<file path="config.mk">
export PLATFORM = sky130hd
export DESIGN_NAME = calc_sequencer
export DESIGN_NICKNAME = d
export VERILOG_FILES = /design/src/rtl/calc_pkg.sv /design/src/rtl/calc_sequencer_btn_edge_prio.sv /design/src/rtl/calc_sequencer.sv
export SDC_FILE = /design/constraint.sdc
export NUM_CORES = 1
export LEC_CHECK = 0
export CORE_AREA = 2 2 64 66
export CTS_BUF_LIST = sky130_fd_sc_hd__clkbuf_4 sky130_fd_sc_hd__clkbuf_8
export DETAILED_ROUTE_END_ITERATION = 8
export DIE_AREA = 0 0 66 68
export DONT_BUFFER_PORTS = 1
export REMOVE_ABC_BUFFERS = 1
export SYNTH_ARGS = -nofsm -noshare
export SYNTH_HDL_FRONTEND = slang
export SYNTH_SLANG_ARGS = --single-unit
</file>
<file path="constraint.sdc">
create_clock -name clk -period 1.8 [get_ports clk]
set_input_delay 0.18 -clock clk [delete_from_list [all_inputs] [get_ports clk]]
set_output_delay 0.18 -clock clk [all_outputs]
set_load 0.005 [all_outputs]
</file>
<file path="src/rtl/calc_pkg.sv">
// Shared types and constants for the calculator operation sequencer.
// Holds the FSM state enum, one-hot operation codes, digit-enable patterns
// per state and error bit indices. No ports.
package calc_pkg;

  typedef enum logic [2:0] {
    IDLE  = 3'd0,
    ISSUE = 3'd1,
    WAIT  = 3'd2,
    SHOW  = 3'd3,
    HALT  = 3'd4
  } state_t;

  // One-hot operation codes, same bit mapping as the button inputs
  localparam logic [3:0] OP_ADD = 4'b1000;
  localparam logic [3:0] OP_SUB = 4'b0100;
  localparam logic [3:0] OP_MUL = 4'b0010;
  localparam logic [3:0] OP_DIV = 4'b0001;

  // Seven-segment digit enables per state
  localparam logic [3:0] SEG_IDLE  = 4'b0000;
  localparam logic [3:0] SEG_ISSUE = 4'b1100;
  localparam logic [3:0] SEG_WAIT  = 4'b1100;
  localparam logic [3:0] SEG_SHOW  = 4'b1111;
  localparam logic [3:0] SEG_HALT  = 4'b0000;

  // Error flag bit positions
  localparam int unsigned ERR_DIV0    = 0;
  localparam int unsigned ERR_TIMEOUT = 1;

  // Digit enable pattern for a given state
  function automatic logic [3:0] seg_for(input state_t s);
    case (s)
      ISSUE:   seg_for = SEG_ISSUE;
      WAIT:    seg_for = SEG_WAIT;
      SHOW:    seg_for = SEG_SHOW;
      HALT:    seg_for = SEG_HALT;
      default: seg_for = SEG_IDLE;
    endcase
  endfunction

endpackage

</file>
<file path="src/rtl/calc_sequencer_btn_edge_prio.sv">
// Button rising-edge detector with fixed priority add > sub > mul > div.
// Ports:
//   clk, rst      clock, synchronous active-high reset
//   btn [3:0]     debounced button levels
//   press_c [3:0] one-hot highest-priority new press (combinational)
//   valid_c       at least one new press this cycle (combinational)
module btn_edge_prio
  import calc_pkg::*;
(
  input  logic       clk,
  input  logic       rst,
  input  logic [3:0] btn,
  output logic [3:0] press_c,
  output logic       valid_c
);

  logic [3:0] btn_q;
  logic [3:0] rise;

  // Previous button levels; tracks btn in every state
  always_ff @(posedge clk) begin
    if (rst) btn_q <= '0;
    else     btn_q <= btn;
  end

  assign rise = btn & ~btn_q;

  // Priority encode the rising edges into a single one-hot op
  always_comb begin
    press_c = '0;
    valid_c = |rise;
    if      (rise[3]) press_c = OP_ADD;
    else if (rise[2]) press_c = OP_SUB;
    else if (rise[1]) press_c = OP_MUL;
    else if (rise[0]) press_c = OP_DIV;
  end

endmodule

</file>
<file path="src/rtl/calc_sequencer.sv">
// Operation sequencer between switch/button inputs and a multi-cycle ALU.
// Latches operands on a button press, issues a one-cycle ALU start, waits
// for done with timeout protection and holds the result for the display.
// Divide-by-zero and timeout halts are left via clr_i.
// Optional build macro CALC_CHAIN_EN: presses from SHOW take operand A
// from the low bits of the held result instead of the switches.
// Ports:
//   clk, rst              clock, synchronous active-high reset
//   sw_i                  operand switches, A = upper half, B = lower half
//   btn_i                 op buttons [3] add [2] sub [1] mul [0] div
//   clr_i                 clear result/errors, return to IDLE
//   alu_done_i, alu_res_i ALU completion pulse and result
//   alu_start_o, alu_op_o ALU start pulse and one-hot op
//   alu_a_o, alu_b_o      latched operands
//   result_o              last captured result
//   seg_sel_o             digit enables
//   err_o                 [0] divide-by-zero, [1] ALU timeout
module calc_sequencer
  import calc_pkg::*;
#(
  parameter int unsigned OPND_W  = 4,
  parameter int unsigned RES_W   = 2 * OPND_W,
  parameter int unsigned TIMEOUT = 64
) (
  input  logic                clk,
  input  logic                rst,
  input  logic [2*OPND_W-1:0] sw_i,
  input  logic [3:0]          btn_i,
  input  logic                clr_i,
  input  logic                alu_done_i,
  input  logic [RES_W-1:0]    alu_res_i,
  output logic                alu_start_o,
  output logic [3:0]          alu_op_o,
  output logic [OPND_W-1:0]   alu_a_o,
  output logic [OPND_W-1:0]   alu_b_o,
  output logic [RES_W-1:0]    result_o,
  output logic [3:0]          seg_sel_o,
  output logic [1:0]          err_o
);

  localparam int unsigned CNT_W = $clog2(TIMEOUT);

  state_t              state_q, state_next;
  logic [CNT_W-1:0]    cnt_q, cnt_next;
  logic [RES_W-1:0]    result_next;
  logic [1:0]          err_next;
  logic [OPND_W-1:0]   a_next, b_next;
  logic [3:0]          op_next;
  logic [3:0]          press_c;
  logic                press_valid_c;
  logic [OPND_W-1:0]   sw_a, sw_b;

  assign sw_a = sw_i[2*OPND_W-1:OPND_W];
  assign sw_b = sw_i[OPND_W-1:0];

  btn_edge_prio u_btn (
    .clk     (clk),
    .rst     (rst),
    .btn     (btn_i),
    .press_c (press_c),
    .valid_c (press_valid_c)
  );

  // State and output registers; outputs follow the next state so they are
  // aligned with the state they describe
  always_ff @(posedge clk) begin
    if (rst) begin
      state_q     <= IDLE;
      cnt_q       <= '0;
      result_o    <= '0;
      err_o       <= '0;
      alu_a_o     <= '0;
      alu_b_o     <= '0;
      alu_op_o    <= '0;
      alu_start_o <= 1'b0;
      seg_sel_o   <= '0;
    end else begin
      state_q     <= state_next;
      cnt_q       <= cnt_next;
      result_o    <= result_next;
      err_o       <= err_next;
      alu_a_o     <= a_next;
      alu_b_o     <= b_next;
      alu_op_o    <= (state_next == ISSUE || state_next == WAIT) ? op_next : 4'b0000;
      alu_start_o <= (state_next == ISSUE);
      seg_sel_o   <= seg_for(state_next);
    end
  end

  // Next-state and datapath decisions
  always_comb begin
    state_next  = state_q;
    cnt_next    = '0;
    result_next = result_o;
    err_next    = err_o;
    a_next      = alu_a_o;
    b_next      = alu_b_o;
    op_next     = alu_op_o;

    if (clr_i) begin
      // Any coincident press is dropped; operands stay latched
      state_next  = IDLE;
      result_next = '0;
      err_next    = '0;
    end else begin
      case (state_q)
        IDLE, SHOW: begin
          if (press_valid_c) begin
`ifdef CALC_CHAIN_EN
            a_next = (state_q == SHOW) ? result_o[OPND_W-1:0] : sw_a;
`else
            a_next = sw_a;
`endif
            b_next  = sw_b;
            op_next = press_c;
            if (press_c == OP_DIV && sw_b == '0) begin
              state_next         = HALT;
              err_next[ERR_DIV0] = 1'b1;
            end else begin
              state_next = ISSUE;
            end
          end
        end
        ISSUE: state_next = WAIT;
        WAIT: begin
          // Done wins over a timeout in the same cycle
          if (alu_done_i) begin
            result_next = alu_res_i;
            state_next  = SHOW;
          end else if (cnt_q == CNT_W'(TIMEOUT - 1)) begin
            state_next            = HALT;
            err_next[ERR_TIMEOUT] = 1'b1;
          end else begin
            cnt_next = cnt_q + CNT_W'(1);
          end
        end
        HALT:    state_next = HALT;
        default: state_next = IDLE;
      endcase
    end
  end

endmodule
</file>
==> impl_metrics.toml, run 1 <==
[floorplanning]
start_util = 0.424
io-pin-count = 51
fp.dieH_um = 68
die_area_um2 = 4490
placementRows = 23
die_w_um = 66
core_area_um2 = 3860

[detailed_routing]
detail-route-antenna-nets = 0
drt-vias-per-instance = 5.24
remaining_drc_errors = 0
routed_wl_um = 3260
wire_per_inst_um = 14.5
first_pass_iters = 6
vias = 1179
drt_first_iter_violations = 22

[synthesis]
muxShareOfSynthArea = 0.0681
synth_top_flop_cell = "dfxtp_1"
netlist_area_um2 = 1630
compound_gate_portion_of_the_synthesized_area = 0.123
synth-adder-area-share = 0.00766
synthCells = 172
synth_top_family_by_area = "simple AND/OR/NAND/NOR gates"
yosys.area_share.simple = 0.265
yosysSeqAreaShare = 0.466
post_synth_num_cell_types = 44
dominant_cells_by_area_after_synthesis = "dfxtp_1 47%, mux2i_1 6.1%, nor2_1 5.7%, nand2_1 5.3%, a21oi_1 3.7%"
synth_area_per_inst_um2 = 9.50
netlist.top_cell.by_area = "dfxtp_1"
yosys_warnings = 0
synth_enable_flop_cells = 0
netlist.area_leader.share = 0.466
synth.ff_latch_count = 38
async_reset_ff_frac = 0
synth_xor_area_frac = 0.0268

[sta]
finalWorstSetupSlack_ns = 0.118
min_period_over_period = 0.935
final_max_slew_viol_count = 0
fin_skew_ns = 0.00897
worst_rel_slew_slack = 0.644
rsz_0062_raised_after_global_routing = "no"
hold_viol_final = 0
fmax_mhz = 594
period_needed_ns = 1.68
worst-slew-pin-transition_ns = 0.532
tns_ns = 0
setup_viol = 0

[min_path]
min-delay-path-class = "in -> reg"

[critical_path]
family_of_cells_with_the_greatest_summed_delay_on_the_critical_path = "compound AO/OA/AOI/OAI gates"
worstPathMaxFanout = 4
critical_path_required_time_ns = 1.98
critical_path_buf_inv_count = 0
critPathSlowestCell = "o32a_4"
path_class = "reg -> reg"
max_stage_delay_ns = 0.41
worst_setup_path_start_kind = "flip-flop"
timing.critical_path.to_type = "flip-flop"
cp_cell_sequence = "ha_1, nand3_2, o32a_4, and4_4, a22oi_4, nor2_1"
arrival_ns = 1.86

[placed_design]
io_buffer_count = 0
dp_slack_ns = 0.0652
weighted_congestion_reported_at_the_end_of_routability_driven_placement = 0.825
hpwl_um = 2430
dp_cells = 216

[global_routing]
grt_max_degree = 13
met3_usage = 0.0691
vias_in_the_first_global_route = 1170
globalRoute.busiestLayer = "met2"
overflow = 0
antenna_found_initial = 0
globalRouteTotalUtil = 0.156
groute.layer.met2.usage = 0.270
global_route_wire_length_before_repair_um = 5130
globalRouteMet1Util = 0.157

[layout]
count_of_filler_cells_inserted_in_the_layout = 398
area_delta_synth_final_pct = 9.34
layout.nets = 199
finalCoreUtilization = 0.463
num_antenna_cells = 0
most_common_cell_after_layout_fill_and_taps_aside = "dfxtp_1"
post_layout_nonfiller_instances = 225
post_route_cells_drive_above_1_share = 0.171
most-common-layout-cells = "36 x dfxtp_1, 25 x nor2_1, 23 x nand2_1"

[power_and_ir_drop]
static-leakage-power_nw = 0.665
cellPowerDensity_nw_per_um2 = 920
ir_drop_mv = 0.479
power_w = 0.00164

[clocking]
clock_insertion_delay_worst_skew_ns = 0.29
cts.path.max_buffers = 2
clock_tree.root_cell = "clkbuf_8"
cts_setup_buffers = 0
cts_num_sinks = 38
clk_pin_slew_ns = 0.07
cts_tree = "done"
cts_buffers = 5
htreeDepth = 2

[run_status]
status = "finished, final reports clean"

[job]
max_cap_viol_count = 0
per-layer routing:
metal  vias to the layer above  wire length [um]
li1                        582                 -
met1                       553              1340
met2                        39              1600
met3                         5               252
met4                         0                63
met5                         -                 0
cell type report:
type                            instances  area, um2  area share
Tap cell                               50       62.6      0.0350
Clock inverter                          2       12.5     0.00700
Multi-Input combinational cell        123        817       0.457
Timing Repair Buffer                    3       37.5      0.0210
Inverter                                3       11.3     0.00630
Sequential cell                        38        763       0.427
Clock buffer                            6       82.6      0.0462
repair_timing:
item	in CTS	in global routing
resized for setup	0	4
hold buffers	1	0
endpoints found under the setup margin	0	3
endpoints found under the hold margin	12	0
per-stage QoR:
stage               hold WS, ns  instance area (um2)
CTS                      0.0101                 1770
detailed placement        0.255                 1660
global placement          0.253                 1660
finish                   0.0186                 1790
global route             0.0171                 1790
floorplan                 0.252                 1570
synth_stat cells (2+ instances only):
library cell,number
mux2i_1,10
nand2b_1,4
nor2_1,25
clkbuf_1,2
buf_6,3
xnor2_1,2
o21ai_0,3
dfxtp_1,38
buf_4,2
nor2b_1,5
xor2_1,3
and3_1,4
nand3_1,4
nor3_2,2
nand2_1,23
a21oi_1,12
inv_1,3
sequential cells by signal, indices dropped and copies added (netlist names):
| register | count |
|---|---|
| state_q | 3 |
| err_o | 2 |
| alu_op_o | 4 |
| alu_a_o | 4 |
| alu_b_o | 4 |
| result_o | 8 |
| cnt_q | 6 |
| alu_start_o | 1 |
| u_btn.btn_q | 4 |
| seg_sel_o | 2 |
logic make-up after synthesis:
kind of cell,after synthesis
flops,38
mux,11
xor+xnor,5
fa+ha+maj,1
compound gates,25
simple gates,81
buf+inv,11
worst paths after layout:
kind	from	end	slack, ns	cells after the start
max	cnt_q[0]	alu_op_o[2]	0.12	6
min	alu_res_i[1]	result_o[1]	0.02	2
max reg2reg	cnt_q[0]	alu_op_o[2]	0.12	6
min reg2reg	cnt_q[0]	cnt_q[0]	0.45	1
report_power, final:
part	internal (W)	total (W)	switching (W)	leakage, nW
Sequential	0.000868	0.000894	0.0000252	0.310
Clock	0.000308	0.000597	0.000289	0.0472
Combinational	0.0000757	0.000154	0.0000783	0.308
worst reg2reg max path: stages (launching register included):
cell and delay [ns]:
dfxtp_1 0.36, ha_1 0.20, nand3_2 0.11, o32a_4 0.41, and4_4 0.20, a22oi_4 0.23
nor2_1 0.07
No activity file was read; power rests on OpenSTA's default activity.
==> run 2: changes to the inputs <==
- TNS_END_PERCENT: not set -> 10
- clock period: 1.8 -> 1.48 ns (I/O delays scaled with it)
==> run 2 against run 1 <==
Net effect:
- highest routed layer unchanged
- die area stayed put
- critical path type unchanged
- first-iteration DRC count is the same
- the flow now finishes with violations (negative setup slack)
- hold slack worse by 0.0057 ns
- combinational power is 73% higher
==> impl_metrics.toml, run 2 (same netlist as run 1, synthesis figures left out) <==
[run_status]
status = "complete, but fails checks"
violations = "negative setup slack"

[critical_path]
worstRegToRegCells = 5
critPathSlowestCell = "o32a_4"
worst_setup_path_start_kind = "flip-flop"
critical_path_buf_inv_count = 0
path_class = "reg -> reg"
max_stage_delay_ns = 0.40
reg2reg_from = "state_q[0]"
timing.critical_path.to_type = "flip-flop"
family_of_cells_with_the_greatest_summed_delay_on_the_critical_path = "compound AO/OA/AOI/OAI gates"
critical_path_required_time_ns = 1.65
crit_cells = 5
cp_cell_sequence = "or2_0, o32a_4, and4_4, a22oi_4, nor2_1"
arrival_ns = 1.73
startpoint = "state_q[0]"
worstPathMaxFanout = 8

[power_and_ir_drop]
power_w = 0.00216
ir_drop_mv = 0.605
cellPowerDensity_nw_per_um2 = 1010
static-leakage-power_nw = 0.850

[layout]
largest_reg_flops = 8
layout.nets = 235
largestRegisters = "result_o (8), cnt_q (6)"
most-common-layout-cells = "34 x dfxtp_1, 25 x buf_4, 24 x nor2_1"
post_layout_nonfiller_instances = 261
post_route_cells_drive_above_1_share = 0.289
regMostFlops = "result_o"
most_common_cell_after_layout_fill_and_taps_aside = "dfxtp_1"
num_antenna_cells = 0
layout.cell_area.non_filler_um2 = 2130
area_delta_synth_final_pct = 30.6

[placed_design]
hpwl_um = 2820
weighted_congestion_reported_at_the_end_of_routability_driven_placement = 0.795
io_buffer_count = 0
detailed_place.area_um2 = 1840
dp_cells = 240

[detailed_routing]
remaining_drc_errors = 0
first_pass_iters = 4
vias = 1307
drt_first_iter_violations = 22
routed_wl_um = 3800
drt-vias-per-instance = 5.01
detail-route-antenna-nets = 0
wire_per_inst_um = 14.6

[min_path]
holdPathStages = 1
min-delay-path-class = "in -> reg"
min-delay-start = "btn_i[3]"

[clocking]
clock_tree.root_cell = "clkbuf_8"
cts_tree = "done"
clk_pin_slew_ns = 0.07
htreeDepth = 2
cts.path.max_buffers = 2
cts_num_sinks = 38
cts_buffers = 5
clock_insertion_delay_worst_skew_ns = 0.29

[floorplanning]
die_w_um = 66
placementRows = 23
io-pin-count = 51
start_util = 0.424
fp.dieH_um = 68
die_area_um2 = 4490
core_area_um2 = 3860

[sta]
worst_rel_slew_slack = 0.705
period_needed_ns = 1.56
fmax_mhz = 643
rsz_0062_raised_after_global_routing = "yes"
setup_viol = 12
fin_skew_ns = 0.00510
worst-slew-pin-transition_ns = 0.440
final_max_slew_viol_count = 0
finalWorstSetupSlack_ns = -0.0754
hold_viol_final = 0
min_period_over_period = 1.05

[global_routing]
globalRouteTotalUtil = 0.186
grt_max_degree = 13
global_route_wire_length_before_repair_um = 6150
vias_in_the_first_global_route = 1390
overflow = 0
antenna_found_initial = 0

[job]
max_cap_viol_count = 0
-- run 2: changes by cell type in the layout (fill, tap and decap cells not counted), moves of 2 or more --
cell / change
buf_4: +24
dlygate4sd3_1: +11
clkbuf_8: +2
dfxtp_1: -2
-- run 2: timing repair --
action                     4_1_cts  5_1_grt
pin swaps                        6        1
hold buffers                    11        1
hold endpoints to repair        19        1
resized for setup               10        3
setup buffers                    1        0
setup endpoints to repair       23       16
-- run 2: worst reg2reg max path: stages (launching register included) --
cell and delay, ns:
dfxtp_4 0.38, or2_0 0.23, o32a_4 0.40, and4_4 0.17, a22oi_4 0.20, nor2_1 0.07
-- run 2: power by group --
group | internal [W] | total [W] | switching [W]
clock network | 0.000470 | 0.000805 | 0.000336
registers | 0.00106 | 0.00108 | 0.0000284
logic | 0.000148 | 0.000266 | 0.000118
total | 0.00167 | 0.00216 | 0.000482
-- run 2: area by class of cell --
type                            count  area (um2)
Clock buffer                        8         110
Tap cell                           50        62.6
Inverter                            3        11.3
Timing Repair Buffer               39         339
Multi-Input combinational cell    123         843
Fill cell                         350        1720
Sequential cell                    38         768
-- run 2: final timing paths --
check | endpoint | slack [ns]
setup / recovery | alu_op_o[2] | -0.08
hold / removal | u_btn.btn_q[3] | 0.01
setup reg to reg | alu_op_o[2] | -0.08
hold reg to reg | result_o[4] | 0.48
-- run 2: layer usage --
metal,global-route usage,routed length [um]
met1,0.195,1500
met2,0.335,2010
met3,0.0641,212
met4,0.0918,85
met5,0,0
-- run 2: through the flow --
| step | setup WS [ns] | util | setup TNS [ns] | hold WS (ns) |
|---|---|---|---|---|
| 2_1_floorplan | -0.246 | - | -2.70 | 0.220 |
| 3_3_place_gp | -0.126 | 0.478 | -0.946 | 0.221 |
| 3_5_place_dp | -0.178 | 0.478 | -1.66 | 0.224 |
| 4_1_cts | -0.0665 | 0.547 | -0.506 | 0.00496 |
| 5_1_grt | -0.134 | 0.554 | -1.49 | 0.00842 |
| 6_report | -0.0754 | 0.554 | -0.520 | 0.0129 |
